`config.mk`:
```
export PLATFORM = sky130hd
export DESIGN_NAME = pc_unit
export DESIGN_NICKNAME = d
export VERILOG_FILES = /design/src/rtl/pc_pkg.sv /design/src/rtl/pc_ras.sv /design/src/rtl/pc_unit.sv
export SDC_FILE = /design/constraint.sdc
export NUM_CORES = 1
export LEC_CHECK = 0
export ABC_AREA = 1
export BUFFER_PORTS_ARGS = -buffer_cell sky130_fd_sc_hd__buf_4
export CAP_MARGIN = 15
export CORE_MARGIN = 4
export CORE_UTILIZATION = 45
export CTS_CLUSTER_SIZE = 28
export DETAILED_ROUTE_END_ITERATION = 7
export GPL_ROUTABILITY_DRIVEN = 1
export HOLD_SLACK_MARGIN = 0.02
export PLACE_DENSITY_LB_ADDON = 0.12
export SYNTH_ARGS = -nofsm -noshare
export SYNTH_HDL_FRONTEND = slang
export SYNTH_SLANG_ARGS = --single-unit
```
`constraint.sdc`:
```
create_clock -name clk -period 4 [get_ports clk]
set_clock_uncertainty 0.2 [all_clocks]
set_input_delay 1.2 -clock clk [delete_from_list [all_inputs] [get_ports clk]]
set_output_delay 1.2 -clock clk [all_outputs]
set_load 0.02 [all_outputs]
```
`src/rtl/pc_pkg.sv`:
```
// ----------------------------------------------------------------------------
// pc_pkg -- shared types and helpers for the program counter unit.
//
// Contents:
//   pc_op_e : operation applied to the PC in a given cycle.
//   pc_sel  : resolves the command inputs into one operation with the fixed
//             priority ret > call > jump > branch > increment. When en is low
//             the result is PC_HOLD, whatever else is asserted.
// ----------------------------------------------------------------------------
package pc_pkg;

  typedef enum logic [2:0] {
    PC_HOLD,
    PC_INC,
    PC_BRANCH,
    PC_JUMP,
    PC_CALL,
    PC_RET
  } pc_op_e;

  function automatic pc_op_e pc_sel(input logic en,
                                    input logic ret,
                                    input logic call,
                                    input logic jump,
                                    input logic branch);
    pc_op_e op;
    if (!en)         op = PC_HOLD;
    else if (ret)    op = PC_RET;
    else if (call)   op = PC_CALL;
    else if (jump)   op = PC_JUMP;
    else if (branch) op = PC_BRANCH;
    else             op = PC_INC;
    return op;
  endfunction

endpackage

```
`src/rtl/pc_ras.sv`:
```
// ----------------------------------------------------------------------------
// pc_ras -- circular return-address stack.
//
// A push writes at top+1 and advances top. A pop reads at top and moves top
// back. When the stack is full, a push lands on the oldest entry: that entry
// is overwritten and the count stays at DEPTH. A pop on an empty stack changes
// nothing. The unf_evt pulse reports it.
//
// Parameters:
//   DEPTH : number of entries. Must be a power of two and >= 2, so that the
//           top pointer wraps naturally.
//   WIDTH : width of each stored address.
//
// Ports:
//   clk, rst  : clock, asynchronous active-high reset
//   push      : push push_data (never asserted together with pop)
//   pop       : discard the top entry
//   push_data : return address to store
//   top_data  : entry at the top pointer (valid when !empty)
//   cnt       : number of valid entries, 0..DEPTH
//   full      : cnt == DEPTH
//   empty     : cnt == 0
//   ovf_evt   : push attempted while full (combinational pulse)
//   unf_evt   : pop attempted while empty (combinational pulse)
// ----------------------------------------------------------------------------
module pc_ras
  import pc_pkg::*;
#(
  parameter int DEPTH = 4,
  parameter int WIDTH = 8
) (
  input  logic                   clk,
  input  logic                   rst,
  input  logic                   push,
  input  logic                   pop,
  input  logic [WIDTH-1:0]       push_data,
  output logic [WIDTH-1:0]       top_data,
  output logic [$clog2(DEPTH):0] cnt,
  output logic                   full,
  output logic                   empty,
  output logic                   ovf_evt,
  output logic                   unf_evt
);

  localparam int PTR_W = $clog2(DEPTH);
  localparam int CNT_W = PTR_W + 1;

  logic [WIDTH-1:0] mem_q [DEPTH];
  logic [PTR_W-1:0] top_q, top_d;
  logic [CNT_W-1:0] cnt_q, cnt_d;

  assign full     = (cnt_q == CNT_W'(DEPTH));
  assign empty    = (cnt_q == '0);
  assign cnt      = cnt_q;
  assign top_data = mem_q[top_q];
  assign ovf_evt  = push & full;
  assign unf_evt  = pop & empty;

  // NOTE: every variable written in always_comb gets a default first; a path
  // that leaves one unassigned would infer a latch.
  always_comb begin
    top_d = top_q;
    cnt_d = cnt_q;
    if (push) begin
      top_d = top_q + PTR_W'(1);
      if (!full) cnt_d = cnt_q + CNT_W'(1);
    end else if (pop && !empty) begin
      top_d = top_q - PTR_W'(1);
      cnt_d = cnt_q - CNT_W'(1);
    end
  end

  // NOTE: sequential state uses non-blocking assignments, so every register
  // samples its pre-edge inputs regardless of the order of the statements.
  always_ff @(posedge clk or posedge rst) begin
    if (rst) begin
      top_q <= '0;
      cnt_q <= '0;
    end else begin
      top_q <= top_d;
      cnt_q <= cnt_d;
    end
  end

  // NOTE: the storage array has no reset. cnt_q == 0 already marks every
  // entry invalid, and leaving the array out of reset lets it map onto plain
  // RAM or register cells.
  always_ff @(posedge clk) begin
    if (push) mem_q[top_d] <= push_data;
  end

endmodule

```
`src/rtl/pc_unit.sv`:
```
// ----------------------------------------------------------------------------
// pc_unit -- fetch-stage program counter with branch, jump and call/return.
//
// The PC is registered and addresses instruction memory directly. A command
// sampled at a rising edge is visible on pc after that edge. No combinational
// path runs from the inputs to pc. While en is high, each cycle performs one
// operation with the priority ret > call > jump > branch > increment. All PC
// arithmetic is modulo 2^WIDTH.
//
// Build option:
//   PC_RAS_EN defined   : the return-address stack is instantiated. call
//                         pushes pc+1, and ret pops into pc.
//   PC_RAS_EN undefined : there is no stack. call behaves as jump, and ret
//                         holds the PC. The RAS status outputs are constant
//                         (cnt=0, empty=1, others 0).
//
// Parameters: WIDTH (address width), OFFS_W (branch offset width, <= WIDTH),
//             DEPTH (RAS entries, power of two >= 2), RESET_VEC.
//
// Ports:
//   clk, rst   : clock, asynchronous active-high reset
//   en         : advance enable. When low, everything holds except clr_err.
//   jump       : pc <= jump_addr
//   jump_addr  : target for jump and call
//   branch     : pc <= pc + sign-extended branch_off
//   branch_off : signed offset
//   call       : push pc+1, then pc <= jump_addr
//   ret        : pc <= popped return address
//   clr_err    : clear the sticky flags. A same-cycle set takes priority.
//   pc         : current program counter
//   ras_cnt, ras_full, ras_empty : stack occupancy
//   ras_ovf    : sticky; a call was made while the stack was full
//   ras_unf    : sticky; a ret was made while the stack was empty
// ----------------------------------------------------------------------------
module pc_unit
  import pc_pkg::*;
#(
  parameter int               WIDTH     = 8,
  parameter int               OFFS_W    = 6,
  parameter int               DEPTH     = 4,
  parameter logic [WIDTH-1:0] RESET_VEC = '0
) (
  input  logic                   clk,
  input  logic                   rst,
  input  logic                   en,
  input  logic                   jump,
  input  logic [WIDTH-1:0]       jump_addr,
  input  logic                   branch,
  input  logic [OFFS_W-1:0]      branch_off,
  input  logic                   call,
  input  logic                   ret,
  input  logic                   clr_err,
  output logic [WIDTH-1:0]       pc,
  output logic [$clog2(DEPTH):0] ras_cnt,
  output logic                   ras_full,
  output logic                   ras_empty,
  output logic                   ras_ovf,
  output logic                   ras_unf
);

  pc_op_e           op;
  logic [WIDTH-1:0] pc_q, pc_d;
  logic [WIDTH-1:0] pc_inc;
  logic [WIDTH-1:0] off_ext;

  assign op      = pc_sel(en, ret, call, jump, branch);
  assign pc_inc  = pc_q + WIDTH'(1);
  // A sized cast of a signed operand sign-extends to WIDTH bits.
  assign off_ext = WIDTH'($signed(branch_off));
  assign pc      = pc_q;

`ifdef PC_RAS_EN
  logic [WIDTH-1:0] ras_top;
  logic             ovf_evt, unf_evt;
  logic             ovf_q, ovf_d;
  logic             unf_q, unf_d;

  pc_ras #(
    .DEPTH (DEPTH),
    .WIDTH (WIDTH)
  ) u_ras (
    .clk       (clk),
    .rst       (rst),
    .push      (op == PC_CALL),
    .pop       (op == PC_RET),
    .push_data (pc_inc),
    .top_data  (ras_top),
    .cnt       (ras_cnt),
    .full      (ras_full),
    .empty     (ras_empty),
    .ovf_evt   (ovf_evt),
    .unf_evt   (unf_evt)
  );

  // A set event overrides a clear that arrives in the same cycle.
  always_comb begin
    ovf_d = ovf_q;
    unf_d = unf_q;
    if (clr_err) begin
      ovf_d = 1'b0;
      unf_d = 1'b0;
    end
    if (ovf_evt) ovf_d = 1'b1;
    if (unf_evt) unf_d = 1'b1;
  end

  always_ff @(posedge clk or posedge rst) begin
    if (rst) begin
      ovf_q <= 1'b0;
      unf_q <= 1'b0;
    end else begin
      ovf_q <= ovf_d;
      unf_q <= unf_d;
    end
  end

  assign ras_ovf = ovf_q;
  assign ras_unf = unf_q;
`else
  logic unused_clr_err;
  assign unused_clr_err = clr_err;
  assign ras_cnt        = '0;
  assign ras_full       = 1'b0;
  assign ras_empty      = 1'b1;
  assign ras_ovf        = 1'b0;
  assign ras_unf        = 1'b0;
`endif

  always_comb begin
    pc_d = pc_q;
    case (op)
      PC_INC:    pc_d = pc_inc;
      PC_BRANCH: pc_d = pc_q + off_ext;
      PC_JUMP:   pc_d = jump_addr;
      PC_CALL:   pc_d = jump_addr;
      PC_RET: begin
`ifdef PC_RAS_EN
        if (!ras_empty) pc_d = ras_top;
`endif
      end
      default:   pc_d = pc_q;
    endcase
  end

  always_ff @(posedge clk or posedge rst) begin
    if (rst) pc_q <= RESET_VEC;
    else     pc_q <= pc_d;
  end

endmodule
```
* Word level (Yosys, flattened, before mapping)
Cells that the tools add are included. W data, S select, Z words.
Word-level totals: bits in registers 8, input port bits 22, output and inout bits 15, logic and storage cells 15
Operators by class: add/subtract/negate cells 2, equality and inequality tests 4, mux-type cells 6, reductions and logical operators 2
Operators by type and width (number):
- $pmux W8 S3 | 1
- $mux W3 | 3
- $add A8 B1 Y8 const B | 1
- $add A8 B8 Y8 | 1
- $eq A3 B2 Y1 const B | 2
- $mux W2 | 2
- $eq A3 B1 Y1 const B | 1
- $eq A3 B3 Y1 const B | 1
- $reduce_bool A3 Y1 | 1
- $reduce_or A2 Y1 | 1

* Depth between registers and ports, before layout
Gate-level depths: netlist (run 1).
depth in word-level cells 8, depth in mapped cells 18

* Worst setup path after synthesis (run 1)
No wires, ideal clock.
path kind input -> register, from in branch, to reg pc_q[6] (netlist: pc[6]), library setup time 116 ps, arrival time 2953 ps, data required time 3684 ps, slack 731 ps, stages on the path 15, buffers on the path 0, cell sequence nor2_2 > nor2_8 > nand2_1 > or2_2 > ha_1 > inv_1 > fa_1 > o21ai_0 > nand2_1 > nand3b_1 > nand2_1 > a21oi_2 > o21ai_1 > nand2_1 > nand2_1
Between the ends: word-level cells in the longest chain between the ends 8, elaborated cells between the ends (all ways) 12
Ends and longest elaborated chain:
- from (decl) | RTL line pc_unit.sv:48 | input logic branch,
- $mux W2 (*) | RTL line pc_pkg.sv:31 | else if (branch) op = PC_BRANCH;
- $mux W2 (*) | RTL line pc_pkg.sv:30 | else if (jump) op = PC_JUMP;
- $mux W3 (*) | RTL line pc_pkg.sv:29 | else if (call) op = PC_CALL;
- $mux W3 (*) | RTL line pc_pkg.sv:28 | else if (ret) op = PC_RET;
- $mux W3 (*) | RTL line pc_pkg.sv:27 | if (!en) op = PC_HOLD;
- $eq A3 B3 Y1 or $eq A3 B2 Y1 (tied branches) | RTL line pc_unit.sv:131 | case (op)
- $reduce_or A2 Y1 (no source line)
- $pmux W8 S3 or $reduce_bool A3 Y1 (tied branches)
- to (signal assigned) | RTL line pc_unit.sv:147 | else pc_q <= pc_d;
- to (decl) | RTL line pc_unit.sv:62 | logic [WIDTH-1:0] pc_q, pc_d;
Mark *: on every way between the ends. The rest lies on a longest branch, timed or not. A chain may end at the register's enable or synchronous reset.

* Worst setup path after layout (run 1)
Ends and elaborated chain as after synthesis.

==> results of run 1 <==
[Yosys cell counts, types with 2 or more instances]
cell type / instances / area share
or2_2: 2 / 0.014
nand4_1: 2 / 0.014
nor2_2: 2 / 0.014
conb_1: 2 / 0.0082
nand3_1: 5 / 0.027
dfrtp_1: 8 / 0.22
inv_2: 3 / 0.012
nor2_1: 9 / 0.037
nand2_1: 27 / 0.11
o21ai_0: 9 / 0.049
a21oi_2: 2 / 0.019
nand3_4: 2 / 0.038
ha_1: 5 / 0.068
inv_1: 17 / 0.069
xor2_1: 3 / 0.029
buf_4: 7 / 0.057
a21oi_1: 8 / 0.044
[cell usage in the layout, fill, tap and decap left out]
cell type / n
xor2_1: 3
nand4_2: 1
nand4_1: 2
o21bai_1: 1
nand3_1: 5
inv_1: 17
o21ai_0: 9
ha_1: 5
nand3_4: 2
nand3b_1: 1
o21ai_2: 1
nor2_8: 1
nor2_2: 2
fa_1: 1
buf_4: 28
clkbuf_4: 3
or2_2: 2
nor2_1: 9
a21oi_2: 2
nand2_4: 1
a21oi_1: 8
o21ai_1: 1
nand2_2: 1
o22ai_1: 1
conb_1: 7
nand2_1: 27
dfrtp_1: 8
inv_2: 3
inv_4: 1
a21boi_4: 1
nand2b_1: 1
nand3_2: 1
[power by group]
group          switching [mW]  internal (mW)
Combinational           0.137          0.102
Clock                  0.0308         0.0346
Sequential             0.0229          0.105
Total                   0.190          0.242
[through the flow]
stage	hold slack (ns)	instances	area, sq um	total power [mW]	worst slack (ns)
2_1_floorplan	0.4076	133	938.4	0.2920	0.7306
3_3_place_gp	0.3161	180	1116	0.3655	0.2864
3_5_place_dp	0.3168	180	1116	0.3714	0.2519
4_1_cts	0.3313	183	1139	0.4383	0.5185
5_1_grt	0.3688	183	1139	0.4720	0.3826
6_report	0.3274	183	1139	0.4320	0.5536
[area by class of cell]
| class | instances | area (sq um) |
|---|---|---|
| tap | 27 | 33.78 |
| sequential | 8 | 200.2 |
| multi-input combinational | 96 | 590.6 |
| fill | 186 | 803.3 |
| clock buffer | 3 | 22.52 |
| timing repair buffer | 28 | 210.2 |
| inverter | 21 | 81.33 |
[kinds of logic (layout without fill, tap and decap cells)]
family                   after synthesis  in the layout  share of synthesized area
AO/OA/AOI/OAI                         24             24                     0.1619
AND/OR/NAND/NOR                       56             56                     0.3333
other                                  2              7                   0.008166
adder cells (fa/ha/maj)                6              6                    0.08980
flip-flops                             8              8                     0.2177
buffers and inverters                 29             52                     0.1605
XOR/XNOR                               3              3                    0.02858
[layer usage]
metal  routed length (microns)  track usage  part of all wire
met3                       118      0.02254             0.058
met2                       946       0.2510              0.47
met1                       941       0.2272              0.47
met5                         0            0                 0
met4                        13      0.05106            0.0064
[how the worst min path moves through the flow]
| stage | startpoint | endpoint | slack (ns) | depth (start not counted) |
|---|---|---|---|---|
| after CTS | pc[4] | pc[4] | 0.33 | 2 |
| after floorplan | pc[2] | pc[2] | 0.41 | 2 |
| after detailed placement | pc[4] | pc[4] | 0.32 | 2 |
| after global routing | pc[3] | pc[3] | 0.37 | 2 |
| after global placement | pc[4] | pc[4] | 0.32 | 2 |
| final | pc[4] | pc[4] | 0.33 | 2 |
[critical path, delay by kind of cell]
kind	cells	cell delay (ns)
compound gates	3	0.41
fa+ha+maj	2	0.59
buf+inv	2	0.20
simple gates	9	1.00
==> qor.yml, run 1 <==
outcome: "finished clean"
netlist_instances: 128
rsz0062_at_grt: "no"
viasPerCell: 4.623
antenna_found_initial: 0
numPortBuffers: 28
rows: 16
ir_worst_vdd_uv: 252.7
cp_cell_sequence: "buf_4 -> nor2_2 -> nor2_8 -> nand2_1 -> or2_2 -> ha_1 -> inv_1 -> fa_1 -> o21ai_0 -> nand2_1 -> nand3b_1 -> nand2_1 -> a21oi_2 -> o21ai_1 -> nand2_1 -> nand2_1"
gp_congestion: 0.7926
cts.hold.buffers_added: 0
ant_nets: 0
core_area_sq_um: 1942
power_leakage_nw: 0.6411
initial_core_util: 0.4736
startpoint_type: "input port"
timing.critical_path.mode_cell: "nand2_1"
h-tree-depth: 1
slowest_delay_ns: 0.41
hold_violations: 0
drt_iter0_markers: 19
drt-pass1-iter-count: 4
crit_type: "input port to register"
grt_start_max_net_pins: 12
wire_per_inst_microns: 11.04
regToRegSetupSlack_ns: 1.83
crit_end: "pc[6]"
setup_violations: 0
cts_sinks: 8
clock_path_buffers: 2
path_clk_slew_ns: 0.06
drive_gt1_frac: 0.3205
utilization: 0.5863
synth_area_sq_um: 919.6
crit_path_start: "branch"
die_area_sq_um: 2831
grt_pass1_wl_microns: 3291
clockRootBuffer: "clkbuf_4"
grt_pass1_vias: 729
fp.dieH_microns: 53.21
critPathMaxFanout: 5
postSynth.asyncResetShare: 1.000
clkLatencyLatePin_ns: 0.26
cp-end-kind: "register"
ys_warn_count: 0
globalRoute.totalOverflow: 0
timing.fmax_mhz: 290.2
cts_buffers: 3
cp.required_ns: 3.95
r2r_cells: 11
reg2reg_to: "pc[6]"
die_w_microns: 53.21
drv_slew: 0
power_density_nw_per_um2: 379.4
tns_ns: 0
drv_cap: 0
dp_hpwl_microns: 1736
areaGrowthSynthToFinish_pct: 23.81
arrival_ns: 3.40
critPathSlowestCell: "fa_1"
top_regs: "pc (8)"
min_period_ns: 3.446
ys_types: 32
synth_edf_count: 0
ys.flop_type: "dfrtp_1"
num_io_pins: 37
grtUsageTotal: 0.1615
vias: 846
finalCritPeriodShare: 0.8616
avgSynthCellArea_sq_um: 7.185
largest_reg_flops: 8
seq_area_frac_synth: 0.2177
largest-register: "pc"
ys_ff_latch: 8
num_antenna_cells: 0
ctsResizeCount: 0
cts_tree: "yes"
rr_startpoint: "pc[0]"
routed_wl_microns: 2020
hold_path_class: "register to register"
nets: 186
drcViolationCount: 0
cts_setup_buffers: 0
Power figures use the tool's default switching activity.
==> run 2, diff against run 1 <==
CORE_ASPECT_RATIO = 1.25   (was default)
CORE_UTILIZATION = 43   (was 45)
clock period = 3.1 ns   (was 4 ns; I/O delays follow)
==> run 2 against run 1 <==
Net effect: die area grew 4.1%; first-iteration DRC count is 53% lower; largest power group unchanged; count of clock-buffer cells in the layout stayed put; register-to-register slack lost 0.80 ns; utilization rose by 0.98 points; design area up 4.9%; clock power rose by 22%; hold slack improved by 0.0091 ns; setup slack got worse by 0.37 ns; power increased by 33%; combinational power is 38% higher; sequential power increased by 30%.
==> qor.yml, run 2 (synthesis gave the netlist of run 1 again) <==
gp_congestion: 0.8656  # +9.2%
drt_iter0_markers: 9  # -10
clkPwrFrac: 0.139  # -0.012
numPortBuffers: 28  # unchanged
p_switching_uw: 248.1  # +30%
drcViolationCount: 0  # unchanged
cts_buffers: 3  # unchanged
power_density_nw_per_um2: 482.6  # +27%
clkLatencyLatePin_ns: 0.25  # about the same
grtUsageTotal: 0.1549  # -0.006565
drive_gt1_frac: 0.3537  # +0.03315
h-tree-depth: 1  # unchanged
finalCritPeriodShare: 0.9421
timing.fmax_mhz: 342.4
viasPerCell: 4.886  # +5.7%
min_period_ns: 2.921
fp.dieH_microns: 59.71  # +12%
cts_sinks: 8  # unchanged
r2r_cells: 11  # unchanged
reg2reg_to: "pc[6]"
vias: 899  # +6.3%
top_regs: "pc (8)"
ctsResizeCount: 0  # unchanged
routed_wl_microns: 2136  # +5.7%
num_antenna_cells: 0  # unchanged
grt_start_max_net_pins: 12  # unchanged
globalRoute.totalOverflow: 0  # unchanged
wire_per_inst_microns: 11.61  # +5.2%
final_cell_mix: "buf_4, nand2_1, inv_1"
cts_tree: "yes"
startpoint_type: "input port"
crit_end: "pc[6]"
cp.required_ns: 3.04  # -0.91 ns
p_int_uw: 328.6  # +36%
clock_path_buffers: 2  # unchanged
initial_core_util: 0.4588  # -0.01478
critPathMaxFanout: 4  # -1
die_area_sq_um: 2947  # +4.1%
path_clk_slew_ns: 0.06  # about the same
p_seq_frac: 0.288  # -0.008
regToRegSetupSlack_ns: 1.03  # -0.80 ns
rr_startpoint: "pc[0]"
cts.hold.buffers_added: 0  # unchanged
ir_worst_vdd_uv: 286.2  # +13%
hold_path_class: "register to register"
largest-register: "pc"
die_w_microns: 49.37  # -7.2%
rsz0062_at_grt: "no"
power_switching_share: 0.4302  # -0.01037
dp_hpwl_microns: 1867  # +7.5%
fill_cells: 208  # +12%
grt_pass1_wl_microns: 3491  # +6.1%
cp_cell_sequence: "buf_4 -> inv_2 -> nand3_4 -> nor2_8 -> nand2_1 -> buf_4 -> inv_1 -> nand2_1 -> fa_1 -> o21ai_1 -> nand2_1 -> nand3b_1 -> nand2_1 -> a21oi_2 -> o21ai_1 -> nand2_1 -> nand2_1"
power_leakage_nw: 0.6801  # +6.1%
grt_pass1_vias: 865  # +19%
p_total_uw: 576.7  # +33%
fin_ws_ns: 0.1795  # -0.3741 ns
antenna_found_initial: 0  # unchanged
hold_violations: 0  # unchanged
crit_path_start: "ret"
critPathSlowestCell: "fa_1"
outcome: "finished clean"
crit_type: "input port to register"
timing.critical_path.mode_cell: "nand2_1"
drv_cap: 0  # unchanged
drt-pass1-iter-count: 4  # unchanged
cp-end-kind: "register"
drv_slew: 0  # unchanged
clockRootBuffer: "clkbuf_4"
nets: 194  # +4.3%
setup_violations: 0  # unchanged
ant_nets: 0  # unchanged
cts_setup_buffers: 0  # unchanged
rows: 18  # +2
pwr-share-comb: 0.573  # +0.020
largest_reg_flops: 8  # unchanged
num_io_pins: 37  # unchanged
core_area_sq_um: 2004  # +3.2%
arrival_ns: 2.86  # -0.54 ns
layout_commonest_cell: "buf_4"
areaGrowthSynthToFinish_pct: 29.93
slowest_delay_ns: 0.42  # about the same
pre_cts_ws_ns: -0.2142  # -0.4661 ns
[run 2: cell types whose count changed in the layout (fill, tap and decap cells not counted)]
cell	change
o21ai_0	-1
nor2_2	-1
o21ai_1	+1
buf_4	+8
nor2_4	+1
[run 2: worst min path at each step]
| stage | depth (start not counted) | endpoint | from |
|---|---|---|---|
| floorplan | 2 | pc[2] | pc[2] |
| global placement | 2 | pc[7] | pc[7] |
| detailed placement | 2 | pc[7] | pc[7] |
| CTS | 2 | pc[7] | pc[7] |
| global route | 2 | pc[2] | pc[2] |
| finish | 2 | pc[4] | pc[4] |
[run 2: metrics by stage]
| step | hold WS (ns) | setup TNS, ns | instance area [sq um] | util | std cells |
|---|---|---|---|---|---|
| after floorplan | 0.4076 | 0 | 938.4 | - | 133 |
| after global placement | 0.3151 | -0.2230 | 1167 | 0.5824 | 181 |
| after detailed placement | 0.3224 | -0.2676 | 1167 | 0.5824 | 181 |
| after CTS | 0.3377 | 0 | 1190 | 0.5936 | 184 |
| after global routing | 0.3716 | 0 | 1195 | 0.5961 | 184 |
| final | 0.3365 | 0 | 1195 | 0.5961 | 184 |
[run 2: per-layer routing]
metal	vias to the layer above	routed length, microns	track usage
li1	470	-	-
met1	400	847	0.1618
met2	27	1144	0.3027
met3	2	133	0.02993
met4	0	10	0.06098
met5	-	0	0
[run 2: critical path, delay by kind of cell]
kind	cells	cell delay [ns]
compound gates	3	0.37
buf+inv	4	0.41
simple gates	9	0.72
fa+ha+maj	1	0.42
[run 2: layout make-up]
cell class	instances	area, sq um	share of cell area
multi-input cells	96	595.6	0.4984
repair buffers	36	270.3	0.2262
flip-flops and latches	8	200.2	0.1675
inverters	21	81.33	0.06806
well taps	20	25.02	0.02094
clock buffers	3	22.52	0.01885
[run 2: power groups by stage]
| stage | logic (mW) | registers [mW] | clock network (mW) |
|---|---|---|---|
| after floorplan | 0.178 | 0.199 | 0 |
| after global placement | 0.325 | 0.167 | 0 |
| after detailed placement | 0.332 | 0.168 | 0 |
| after CTS | 0.333 | 0.167 | 0.0834 |
| after global routing | 0.369 | 0.171 | 0.0864 |
| final | 0.330 | 0.166 | 0.0801 |
==> run 3, diff against run 2 <==
CORE_UTILIZATION = 45   (was 43)
CTS_BUF_LIST = sky130_fd_sc_hd__clkbuf_4 sky130_fd_sc_hd__clkbuf_8   (was default)
==> run 3 against run 2 <==
Net effect: final cell count is the same; register-to-register slack gained 0.02 ns; routed wire length shrank 4.0%; sequential share of layout area is the same; first-iteration DRC count grew 44%; setup slack gained 0.015 ns; combinational power is essentially flat; die area shrank 3.8%; design area is the same; critical path depth is the same.
==> qor.yml, run 3 (synthesis gave the netlist of run 1 again) <==
outcome: "finished clean"
setup_violations: 0  # unchanged
num_antenna_cells: 0  # unchanged
grt_pass1_vias: 894  # +3.4%
rows: 18  # unchanged
stdcell_count: 184  # unchanged
pre_cts_ws_ns: -0.1937  # +0.02050 ns
ir_worst_vdd_uv: 305.3  # +6.6%
drive_gt1_frac: 0.3537  # unchanged
regToRegSetupSlack_ns: 1.05  # +0.02 ns
die_area_sq_um: 2835  # -3.8%
die_w_microns: 48.44  # -1.9%
cp.required_ns: 3.05  # about the same
power_leakage_nw: 0.6801  # unchanged
crit_path_start: "ret"
gp_congestion: 0.8351  # -3.5%
finalCritPeriodShare: 0.9371  # -0.004961
core_area_sq_um: 1959  # -2.2%
layout_commonest_cell: "buf_4"
cts_buffers: 3  # unchanged
largest_reg_flops: 8  # unchanged
largest-register: "pc"
vias: 893  # -0.67%
fin_hold_ws_ns: 0.3196  # -0.01697 ns
critPathMaxFanout: 4  # unchanged
grt_pass1_wl_microns: 3636  # +4.2%
nets: 194  # unchanged
routed_wl_microns: 2050  # -4.0%
crit_end: "pc[6]"
viasPerCell: 4.853  # -0.67%
fin_ws_ns: 0.1949  # +0.01538 ns
final_cell_mix: "buf_4, nand2_1, inv_1"
fp.dieH_microns: 58.54  # -2.0%
cp-end-kind: "register"
areaGrowthSynthToFinish_pct: 29.93  # unchanged
dp_hpwl_microns: 1781  # -4.6%
path_clk_slew_ns: 0.05  # about the same
drcViolationCount: 0  # unchanged
arrival_ns: 2.85  # about the same
tns_ns: 0  # unchanged
drt-pass1-iter-count: 4  # unchanged
cts_setup_buffers: 0  # unchanged
rr_startpoint: "pc[0]"
p_total_uw: 574.7  # -0.33%
grt_start_max_net_pins: 12  # unchanged
min_period_ns: 2.905  # -0.01538 ns
h-tree-depth: 1  # unchanged
dp_cells: 181  # unchanged
startpoint_type: "input port"
drv_cap: 0  # unchanged
initial_core_util: 0.4693  # +0.01055
hold_path_class: "register to register"
clkLatencyLatePin_ns: 0.25  # about the same
cts_sinks: 8  # unchanged
crit_type: "input port to register"
wire_per_inst_microns: 11.14  # -4.0%
placed_cell_area_sq_um: 1167  # unchanged
numPortBuffers: 28  # unchanged
utilization: 0.6098  # +0.01370
drv_slew: 0  # unchanged
drt_iter0_markers: 13  # +4
design_area_sq_um: 1195  # unchanged
num_io_pins: 37  # unchanged
antenna_found_initial: 0  # unchanged
reg2reg_to: "pc[6]"
timing.fmax_mhz: 344.2  # +0.53%
grtUsageTotal: 0.1578  # +0.002839
ant_nets: 0  # unchanged
hold_violations: 0  # unchanged
rsz0062_at_grt: "no"
globalRoute.totalOverflow: 0  # unchanged
power_density_nw_per_um2: 481.0  # -0.33%
r2r_cells: 11  # unchanged
top_regs: "pc (8)"
hold_depth: 2  # unchanged
clockRootBuffer: "clkbuf_4"
clock_path_buffers: 2  # unchanged
cts_tree: "yes"
[run 3: cell counts in the layout (fill, tap and decap cells not counted)]
No cell type changed its count.
[run 3: worst min-delay path by stage]
stage | from | end
final | pc[2] | pc[2]
after global routing | pc[4] | pc[4]
after CTS | pc[2] | pc[2]
after detailed placement | pc[2] | pc[2]
after global placement | pc[7] | pc[7]
after floorplan | pc[2] | pc[2]
[run 3: power breakdown]
group	internal [mW]	switching [mW]
clock	0.0444	0.0365
combinational	0.149	0.181
sequential	0.135	0.0285
[run 3: repair_timing]
action	in CTS	in global routing
setup endpoints to repair	0	1
resized for setup	0	2
hold buffers	0	0
[run 3: layout make-up]
type	instances	area, sq um
well taps	20	25.02
inverters	21	81.33
clock buffers	3	22.52
multi-input cells	96	595.6
flip-flops and latches	8	200.2
repair buffers	36	270.3
fillers	199	764.5
[run 3: layer usage]
layer	up-vias	routed length, microns	GRT usage
met5	-	0	0
li1	464	-	-
met2	21	1062	0.2873
met4	0	27	0.04743
met1	403	857	0.1820
met3	5	102	0.03544
[run 3: worst max-delay path, stage by stage]
cell and delay, ns:
buf_4 0.11, inv_2 0.10, nand3_4 0.10, nor2_8 0.09
nand2_1 0.09, buf_4 0.16, inv_1 0.05, nand2_1 0.07
fa_1 0.43, o21ai_1 0.18, nand2_1 0.09, nand3b_1 0.09
nand2_1 0.08, a21oi_2 0.11, o21ai_1 0.07, nand2_1 0.06
nand2_1 0.04
